===== config.mk =====
export PLATFORM = sky130hd
export DESIGN_NAME = retire_monitor
export DESIGN_NICKNAME = d
export VERILOG_FILES = /design/src/rtl/retire_monitor.sv
export SDC_FILE = /design/constraint.sdc
export NUM_CORES = 1
export LEC_CHECK = 0
export CORE_MARGIN = 1.5
export CORE_UTILIZATION = 41
export CTS_BUF_LIST = sky130_fd_sc_hd__clkbuf_2 sky130_fd_sc_hd__clkbuf_4 sky130_fd_sc_hd__clkbuf_8
export CTS_CLUSTER_DIAMETER = 50
export DETAILED_ROUTE_END_ITERATION = 10
export PLACE_DENSITY_LB_ADDON = 0.2
export REMOVE_ABC_BUFFERS = 1
export SLEW_MARGIN = 20
export SYNTH_ARGS = -nofsm -noshare
export SYNTH_HDL_FRONTEND = slang
export SYNTH_SLANG_ARGS = --single-unit

===== constraint.sdc =====
create_clock -name clk -period 3.4 [get_ports clk]
set_input_delay 0.85 -clock clk [delete_from_list [all_inputs] [get_ports clk]]
set_output_delay 0.85 -clock clk [all_outputs]
set_load 0.02 [all_outputs]

===== src/rtl/retire_monitor.sv =====
// retire_monitor: counts RUN cycles and retirements and gives a sticky pass/timeout/stall verdict.
// Optional 8-entry retired-PC history is enabled by defining RETIRE_HIST_EN.
module retire_monitor #(
    parameter int                ADDR_W      = 32,
    parameter int                CNT_W       = 32,
    parameter logic [ADDR_W-1:0] END_PC      = 32'h80000078,
    parameter int                TIMEOUT     = 100000,
    parameter int                STALL_LIMIT = 1024
) (
    input  logic              clk,
    input  logic              reset,
    input  logic              run_en,
    input  logic              validW,
    input  logic [ADDR_W-1:0] pcW,
`ifdef RETIRE_HIST_EN
    input  logic [2:0]        hist_idx,
    output logic [ADDR_W-1:0] hist_pc,
`endif
    output logic [CNT_W-1:0]  cycle_cnt,
    output logic [CNT_W-1:0]  retired_cnt,
    output logic              done,
    output logic              pass,
    output logic [1:0]        fail_code,
    output logic [ADDR_W-1:0] last_pc
);
    localparam int SW = $clog2(STALL_LIMIT + 1);

    typedef enum logic [1:0] {IDLE, RUN, PASS, FAIL} state_t;

    state_t            state_q;
    logic [CNT_W-1:0]  cycle_q, retired_q, cycle_d, retired_d;
    logic [SW-1:0]     stall_q;
    logic [ADDR_W-1:0] last_pc_q;
    logic              done_q, pass_q;
    logic [1:0]        fail_code_q;
    logic              active;

    assign active    = state_q == RUN && run_en;
    // Counters saturate at all-ones rather than wrapping
    assign cycle_d   = &cycle_q ? cycle_q : cycle_q + CNT_W'(1);
    assign retired_d = validW && !(&retired_q) ? retired_q + CNT_W'(1) : retired_q;

    always_ff @(posedge clk) begin
        if (!reset) begin
            state_q     <= IDLE;
            cycle_q     <= '0;
            retired_q   <= '0;
            stall_q     <= '0;
            last_pc_q   <= '0;
            done_q      <= 1'b0;
            pass_q      <= 1'b0;
            fail_code_q <= 2'b00;
        end else if (state_q == IDLE) begin
            if (run_en) state_q <= RUN;
        end else if (active) begin
            cycle_q   <= cycle_d;
            retired_q <= retired_d;
            stall_q   <= validW ? '0 : stall_q + SW'(1);
            if (validW) last_pc_q <= pcW;
            // Verdicts use pre-increment counters; END_PC beats timeout beats stall
            if (validW && pcW == END_PC) begin
                state_q <= PASS;
                done_q  <= 1'b1;
                pass_q  <= 1'b1;
            end else if (cycle_q == CNT_W'(TIMEOUT - 1)) begin
                state_q     <= FAIL;
                done_q      <= 1'b1;
                fail_code_q <= 2'b01;
            end else if (!validW && stall_q == SW'(STALL_LIMIT - 1)) begin
                state_q     <= FAIL;
                done_q      <= 1'b1;
                fail_code_q <= 2'b10;
            end
        end
    end

    assign cycle_cnt   = cycle_q;
    assign retired_cnt = retired_q;
    assign done        = done_q;
    assign pass        = pass_q;
    assign fail_code   = fail_code_q;
    assign last_pc     = last_pc_q;

`ifdef RETIRE_HIST_EN
    logic [ADDR_W-1:0] hist_q [8];
    logic [2:0]        wp_q;

    always_ff @(posedge clk) begin
        if (!reset) begin
            wp_q <= '0;
            for (int i = 0; i < 8; i++) hist_q[i] <= '0;
        end else if (active && validW) begin
            hist_q[wp_q] <= pcW;
            wp_q         <= wp_q + 3'd1;
        end
    end

    // Newest entry sits just behind the write pointer; 3-bit math wraps 7->0
    assign hist_pc = hist_q[wp_q - 3'd1 - hist_idx];
`endif
endmodule


==> results.txt, run 1 <==
layer with the highest usage = met2
portion of total power attributed to the clock network = 44.2%
fraction of synthesized cell area taken by the top area cell type = 43.4%
sequential share of power = 49.8%
combinational group share of total power = 5.9%
Die ar. = 13400 sq um
total setup violations reported at the end of the flow = 0
CTS Sinks = 113
global-route track usage on met3 = 6.54%
switching power of the nets = 0.000614 W
share of flip-flops with an asynchronous set or reset after synthesis = 0%
synthesized-area fraction occupied by and/or/nand/nor cells = 30.3%
r2r setup slk = 0.91 ns
met2 routing resource usage after global routing = 36.7%
DRC violation count after routing = 0
number of flip-flops and latches in the synthesized netlist = 113
transition at the pin with the smallest max-transition slack = 0.881 ns
status = completed
most used standard cell by instance count after synthesis = sky130_fd_sc_hd__nand2_1
gr usage total = 21.7%
setup bufs post-CTS = 0
setup repair after global routing missed its margin = no
CP required = 3.76 ns
hpwl dp = 10200 um
number of distinct library cells after synthesis = 61
number of iterations in the first detailed-routing pass = 8
top post-synthesis cells by count = sky130_fd_sc_hd__nand2_1, sky130_fd_sc_hd__dfxtp_1, sky130_fd_sc_hd__a21oi_1
number of CTS-inserted buffers = 17
chip height = 116 um
synth warn = 0
compound-gate portion of the synthesized area = 17.2%
I/O pin count = 136
layout cell share with drive strength beyond 1 = 6.85%
Fill cells = 1159
worst max-slew margin expressed relative to the limit = 41.3%
number of antenna violations at the first check in global routing = 0
clock transition time at the flip-flop clock pins of the worst setup and hold paths = 0.06 ns
internal power = 0.00209 W
period utilisation layout = 82.1%
power density over the cells = 384 nW/um^2
deepest clock path buffer count = 2
net count of the finished layout = 801
global placement routability congestion = 0.823
Max VDD drop = 349 uV
floorplan die width = 116 um
most area-consuming cells after synthesis = sky130_fd_sc_hd__dfxtp_1, sky130_fd_sc_hd__nand2_1, sky130_fd_sc_hd__a21oi_1, sky130_fd_sc_hd__or4_1, sky130_fd_sc_hd__o31ai_1
Switching Share = 22.7%
power consumption = 0.00270 W
CTS tree = yes
sequential cell area fraction in the yosys report = 43.4%
Site Rows = 41
Reg2Reg Launch Point = cycle_cnt[0]
count of H-tree levels built during CTS = 4
library cell contributing the largest single delay on the critical path = sky130_fd_sc_hd__or4b_1
Total Routed Length = 14400 um
CP Capture Type = flip-flop
worst setup path start = run_en
kind of start point of the critical path = input pin
max-slew violation total from the final report = 0
Final Skew = 0.00812 ns
number of hold-slack violations in the final timing report = 0
worst reg2reg path depth = 6
minimum clock period = 2.79 ns
terminus of the critical flop-to-flop path = cycle_cnt[30]
critical path's largest stage delay = 0.73 ns
root cell of the clock tree = sky130_fd_sc_hd__clkbuf_8
leading register cell type out of synthesis = sky130_fd_sc_hd__dfxtp_1
static leakage power = 2.22 nW
Syn-to-layout area delta = 35.2%
drt initial violations = 389
final routed wire length divided by cell count = 15.2 um
end point of the critical path = cycle_cnt[30]
final core occ = 56.3%
cells after synthesis = 634
area share of xor/xnor cells in the synthesized design = 2.86%
hold-fix buffer count after cts = 0
sequence of cells on the critical path = clkdlybuf4s50_1 -> and3b_1 -> nand2_1 -> or4b_1 -> or4_1 -> a21oi_1
crit path kind = input pin to flip-flop
post_cts resized = 0
via density per instance = 5.56
remaining antenna violation count after routing = 0
dominant cell type by area after synthesis = sky130_fd_sc_hd__dfxtp_1
maximum clock frequency = 358 MHz
grt ovf = 0
global-route track usage on met1 = 26.0%
Netlist Area Pre-Place = 5220 sq um
post-synthesis area per instance = 8.23 sq um
HP Class = flip-flop to flip-flop
routed vias = 5263
CP Max Fanout = 11
area share of fa/ha/maj cells after synthesis = 0.720%
core footprint = 12500 sq um
share of synthesized area spent on multiplexers = 1.34%
CP Data Arrival Time = 3.15 ns
Initial Utilization = 41.7%
insertion delay to the later sink of the worst-skew pair = 0.43 ns
Buffers on Ports = 135
global-route wire length before repair = 23000 um
number of max-capacitance violations reported = 0
antenna cell count = 0
pin count of the biggest net entering global routing = 42
largest family of logic cells by synthesized area = simple AND/OR/NAND/NOR gates
via count of the first global-routing pass = 4943
number of flops mapped to enable cells by yosys = 0
## critical path: cells and delay by family
kind / cells / cell delay [ns]
buf+inv: 1 / 0.50
compound gates: 1 / 0.15
simple gates: 4 / 1.63
## flip-flops by register name (all words and copies together), names as in the netlist
| name | cells |
|---|---|
| last_pc | 32 |
| cycle_cnt | 32 |
| pass | 1 |
| done | 1 |
| fail_code | 2 |
| state_q | 2 |
| retired_cnt | 32 |
| stall_q | 11 |
## power by group through the flow
stage / registers (W) / logic, W / clock network, W
final: 0.00135 / 0.000161 / 0.00120
after global routing: 0.00135 / 0.000175 / 0.00128
after CTS: 0.00135 / 0.000162 / 0.00122
after detailed placement: 0.00138 / 0.000161 / 0
after global placement: 0.00138 / 0.000158 / 0
after floorplan: 0.00139 / 0.0000469 / 0
## cell usage in the layout, fill, tap and decap left out, drive strengths merged, types with 3 or more instances in the layout
| cell | instances |
|---|---|
| a211oi | 4 |
| a21oi | 79 |
| a31oi | 3 |
| and2 | 5 |
| and3 | 5 |
| and4 | 7 |
| buf | 8 |
| clkbuf | 25 |
| clkdlybuf4s50 | 135 |
| clkinv | 5 |
| dfxtp | 113 |
| ha | 3 |
| inv | 15 |
| mux2i | 7 |
| nand2 | 114 |
| nand2b | 7 |
| nand3 | 23 |
| nand4 | 25 |
| nor2 | 24 |
| nor3 | 5 |
| nor4 | 18 |
| o211ai | 3 |
| o21ai | 22 |
| o31ai | 26 |
| or3 | 19 |
| or4 | 28 |
| xnor2 | 12 |
| xor2 | 5 |
## worst min path at each step
stage / startpoint / endpoint / slack (ns) / depth (start not counted)
after floorplan: stall_q[10] / stall_q[10] / 0.43 / 2
after global placement: stall_q[10] / stall_q[10] / 0.44 / 2
after detailed placement: last_pc[28] / last_pc[28] / 0.45 / 2
after CTS: last_pc[28] / last_pc[28] / 0.46 / 2
after global routing: last_pc[25] / last_pc[25] / 0.47 / 2
final: last_pc[16] / last_pc[16] / 0.46 / 2
## through the flow
| step | hold slack (ns) | TNS [ns] | std cells | worst slack, ns | area [sq um] |
|---|---|---|---|---|---|
| after floorplan | 0.432 | -0.740 | 600 | -0.150 | 5050 |
| after global placement | 0.441 | 0 | 915 | 0.232 | 6680 |
| after detailed placement | 0.449 | 0 | 915 | 0.173 | 6680 |
| after CTS | 0.459 | 0 | 946 | 0.640 | 7050 |
| after global routing | 0.471 | 0 | 946 | 0.536 | 7050 |
| final | 0.457 | 0 | 946 | 0.609 | 7050 |
## cell type report
| cell class | instances | area (sq um) | area share, % |
|---|---|---|---|
| multi-input cells | 472 | 2730 | 38.7 |
| flip-flops and latches | 113 | 2260 | 32.1 |
| repair buffers | 143 | 1410 | 20.0 |
| clock buffers | 25 | 319 | 4.53 |
| well taps | 172 | 215 | 3.05 |
| inverters | 15 | 56.3 | 0.799 |
| clock inverters | 6 | 55.1 | 0.781 |
## layer usage
layer	vias up	routed length [um]
li1	2600	-
met1	2494	6300
met2	149	7030
met3	20	814
met4	0	261
met5	-	0
## logic make-up (layout without fill, tap and decap cells)
family,Yosys count,in the layout
AO/OA/AOI/OAI,151,151
AND/OR/NAND/NOR,294,294
adder cells (fa/ha/maj),3,3
multiplexers,7,7
XOR/XNOR,17,17
flip-flops,113,113
buffers and inverters,49,189
Note: power is estimated with default switching activity, not from simulation.
==> run 2, diff against run 1 <==
- clock period: 3.4 -> 2.25 ns (I/O delays scaled with it)
==> results.txt, run 2 (synthesis gave the netlist of run 1 again) <==
number of max-capacitance violations reported = 0 (unchanged)
CP Capture Type = output port
Site Rows = 41 (unchanged)
status = completed
net count of the finished layout = 861 (+7.5%)
chip height = 116 um (unchanged)
pre-CTS worst setup slack = -0.537 ns (-0.710 ns)
pin count of the biggest net entering global routing = 42 (unchanged)
period utilisation layout = 95.4%
kind of start point of the critical path = flip-flop
hold path startpoint = last_pc[28]
grt ovf = 0 (unchanged)
setup ws final = 0.104 ns (-0.505 ns)
hpwl dp = 10800 um (+6.0%)
Reg area = 2260 sq um (+0.11%)
antenna cell count = 0 (unchanged)
max-slew violation total from the final report = 0 (unchanged)
global placement routability congestion = 0.858 (+4.3%)
transition at the pin with the smallest max-transition slack = 0.452 ns (-0.429 ns)
power density over the cells = 575 nW/um^2 (+50%)
power consumption = 0.00438 W (+62%)
cell area after layout = 7610 sq um (+8.0%)
footprint of the multi-input gates = 2780 sq um (+1.9%)
number of antenna violations at the first check in global routing = 0 (unchanged)
DRC violation count after routing = 0 (unchanged)
Max VDD drop = 472 uV (+35%)
HP Class = flip-flop to flip-flop
Total Routed Length = 15300 um (+5.8%)
r2r setup slk = 0.12 ns (-0.79 ns)
Post-Place Cells = 971 (+6.1%)
crit path kind = flip-flop to output port
leading cell type in the layout, fill and taps excluded = sky130_fd_sc_hd__clkdlybuf4s50_1
gr usage total = 23.0% (+1.3 points)
count of H-tree levels built during CTS = 4 (unchanged)
hold-fix buffer count after cts = 0 (unchanged)
root cell of the clock tree = sky130_fd_sc_hd__clkbuf_8
Reg2Reg Launch Point = cycle_cnt[5]
CP Data Arrival Time = 1.58 ns (-1.57 ns)
non-filler cells, final = 1007 (+6.4%)
routed vias = 5542 (+5.3%)
terminus of the critical flop-to-flop path = cycle_cnt[23]
total setup violations reported at the end of the flow = 0 (unchanged)
hold slack final = 0.456 ns (-0.00103 ns)
insertion delay to the later sink of the worst-skew pair = 0.43 ns (about the same)
number of CTS-inserted buffers = 17 (unchanged)
Initial Utilization = 41.7% (unchanged)
worst max-slew margin expressed relative to the limit = 69.6% (+28 points)
remaining antenna violation count after routing = 0 (unchanged)
static leakage power = 2.55 nW (+15%)
Final Skew = 0.0101 ns (+0.00195 ns)
Syn-to-layout area delta = 45.9%
CTS Sinks = 113 (unchanged)
global-route wire length before repair = 24600 um (+7.2%)
instance area after placement = 7100 sq um (+6.3%)
clock transition time at the flip-flop clock pins of the worst setup and hold paths = 0.07 ns (about the same)
Worst Hold Depth = 2 (unchanged)
I/O pin count = 136 (unchanged)
commonest cells after routing, fill and taps aside = sky130_fd_sc_hd__clkdlybuf4s50_1, sky130_fd_sc_hd__nand2_1, sky130_fd_sc_hd__dfxtp_1, sky130_fd_sc_hd__a21oi_1, sky130_fd_sc_hd__buf_4
CP Max Fanout = 7 (-4)
CTS tree = yes
layout cell share with drive strength beyond 1 = 15.0% (+8.1 points)
worst reg2reg path depth = 5 (-1)
via count of the first global-routing pass = 5254 (+6.3%)
deepest clock path buffer count = 2 (unchanged)
via density per instance = 5.50 (-1.1%)
minimum clock period = 2.15 ns
maximum clock frequency = 466 MHz
floorplan die width = 116 um (unchanged)
drt initial violations = 364 (-6.4%)
core footprint = 12500 sq um (unchanged)
Die ar. = 13400 sq um (unchanged)
number of iterations in the first detailed-routing pass = 5 (-3)
Buffers on Ports = 135 (unchanged)
number of hold-slack violations in the final timing report = 0 (unchanged)
CP required = 1.69 ns (-2.07 ns)
hold endpoint = last_pc[28]
Fill cells = 1180 (+1.8%)
final routed wire length divided by cell count = 15.1 um (-0.57%)
run 2: repair_timing:
action,in CTS,in global routing
gates resized for setup,6,9
gates cloned,1,0
pin swaps,3,2
setup buffers,1,2
endpoints found under the setup margin,9,29
run 2: power breakdown:
group / internal (W) / switching (W)
Clock: 0.00126 / 0.000816
Sequential: 0.00202 / 0.0000130
Combinational: 0.000127 / 0.000134
Total: 0.00341 / 0.000964
run 2: worst max-delay path, stage by stage (launching register included):
cell and delay [ns]:
sky130_fd_sc_hd__dfxtp_1 0.38, sky130_fd_sc_hd__buf_4 0.18, sky130_fd_sc_hd__clkdlybuf4s50_1 0.61
run 2: final cells by class:
class                      count  area share, %
multi-input combinational    473           36.6
clock buffer                  20           3.54
clock inverter                12           2.14
inverter                      15          0.740
timing repair buffer         202           24.4
sequential                   113           29.8
tap                          172           2.83
run 2: worst max-delay path by stage:
stage | startpoint | to | slack [ns] | cells past startpoint
after CTS | validW | fail_code[1] | 0.02 | 6
final | cycle_cnt[8] | cycle_cnt[8] | 0.10 | 2
after floorplan | run_en | retired_cnt[23] | -1.01 | 5
after global routing | cycle_cnt[18] | cycle_cnt[3] | -0.002 | 8
after detailed placement | run_en | cycle_cnt[30] | -0.54 | 6
after global placement | run_en | cycle_cnt[28] | -0.49 | 6
run 2: stage by stage:
stage	utilization [%]	TNS [ns]
floorplan	-	-16.34
global route	60.8	-0.00202
detailed placement	56.7	-19.73
global placement	56.7	-17.13
CTS	60.4	0
finish	60.8	0
run 2: layer usage:
metal | wire (um) | track usage [%]
met4 | 218 | 8.29
met3 | 932 | 5.49
met1 | 6550 | 28.6
met5 | 0 | 0
met2 | 7540 | 38.9
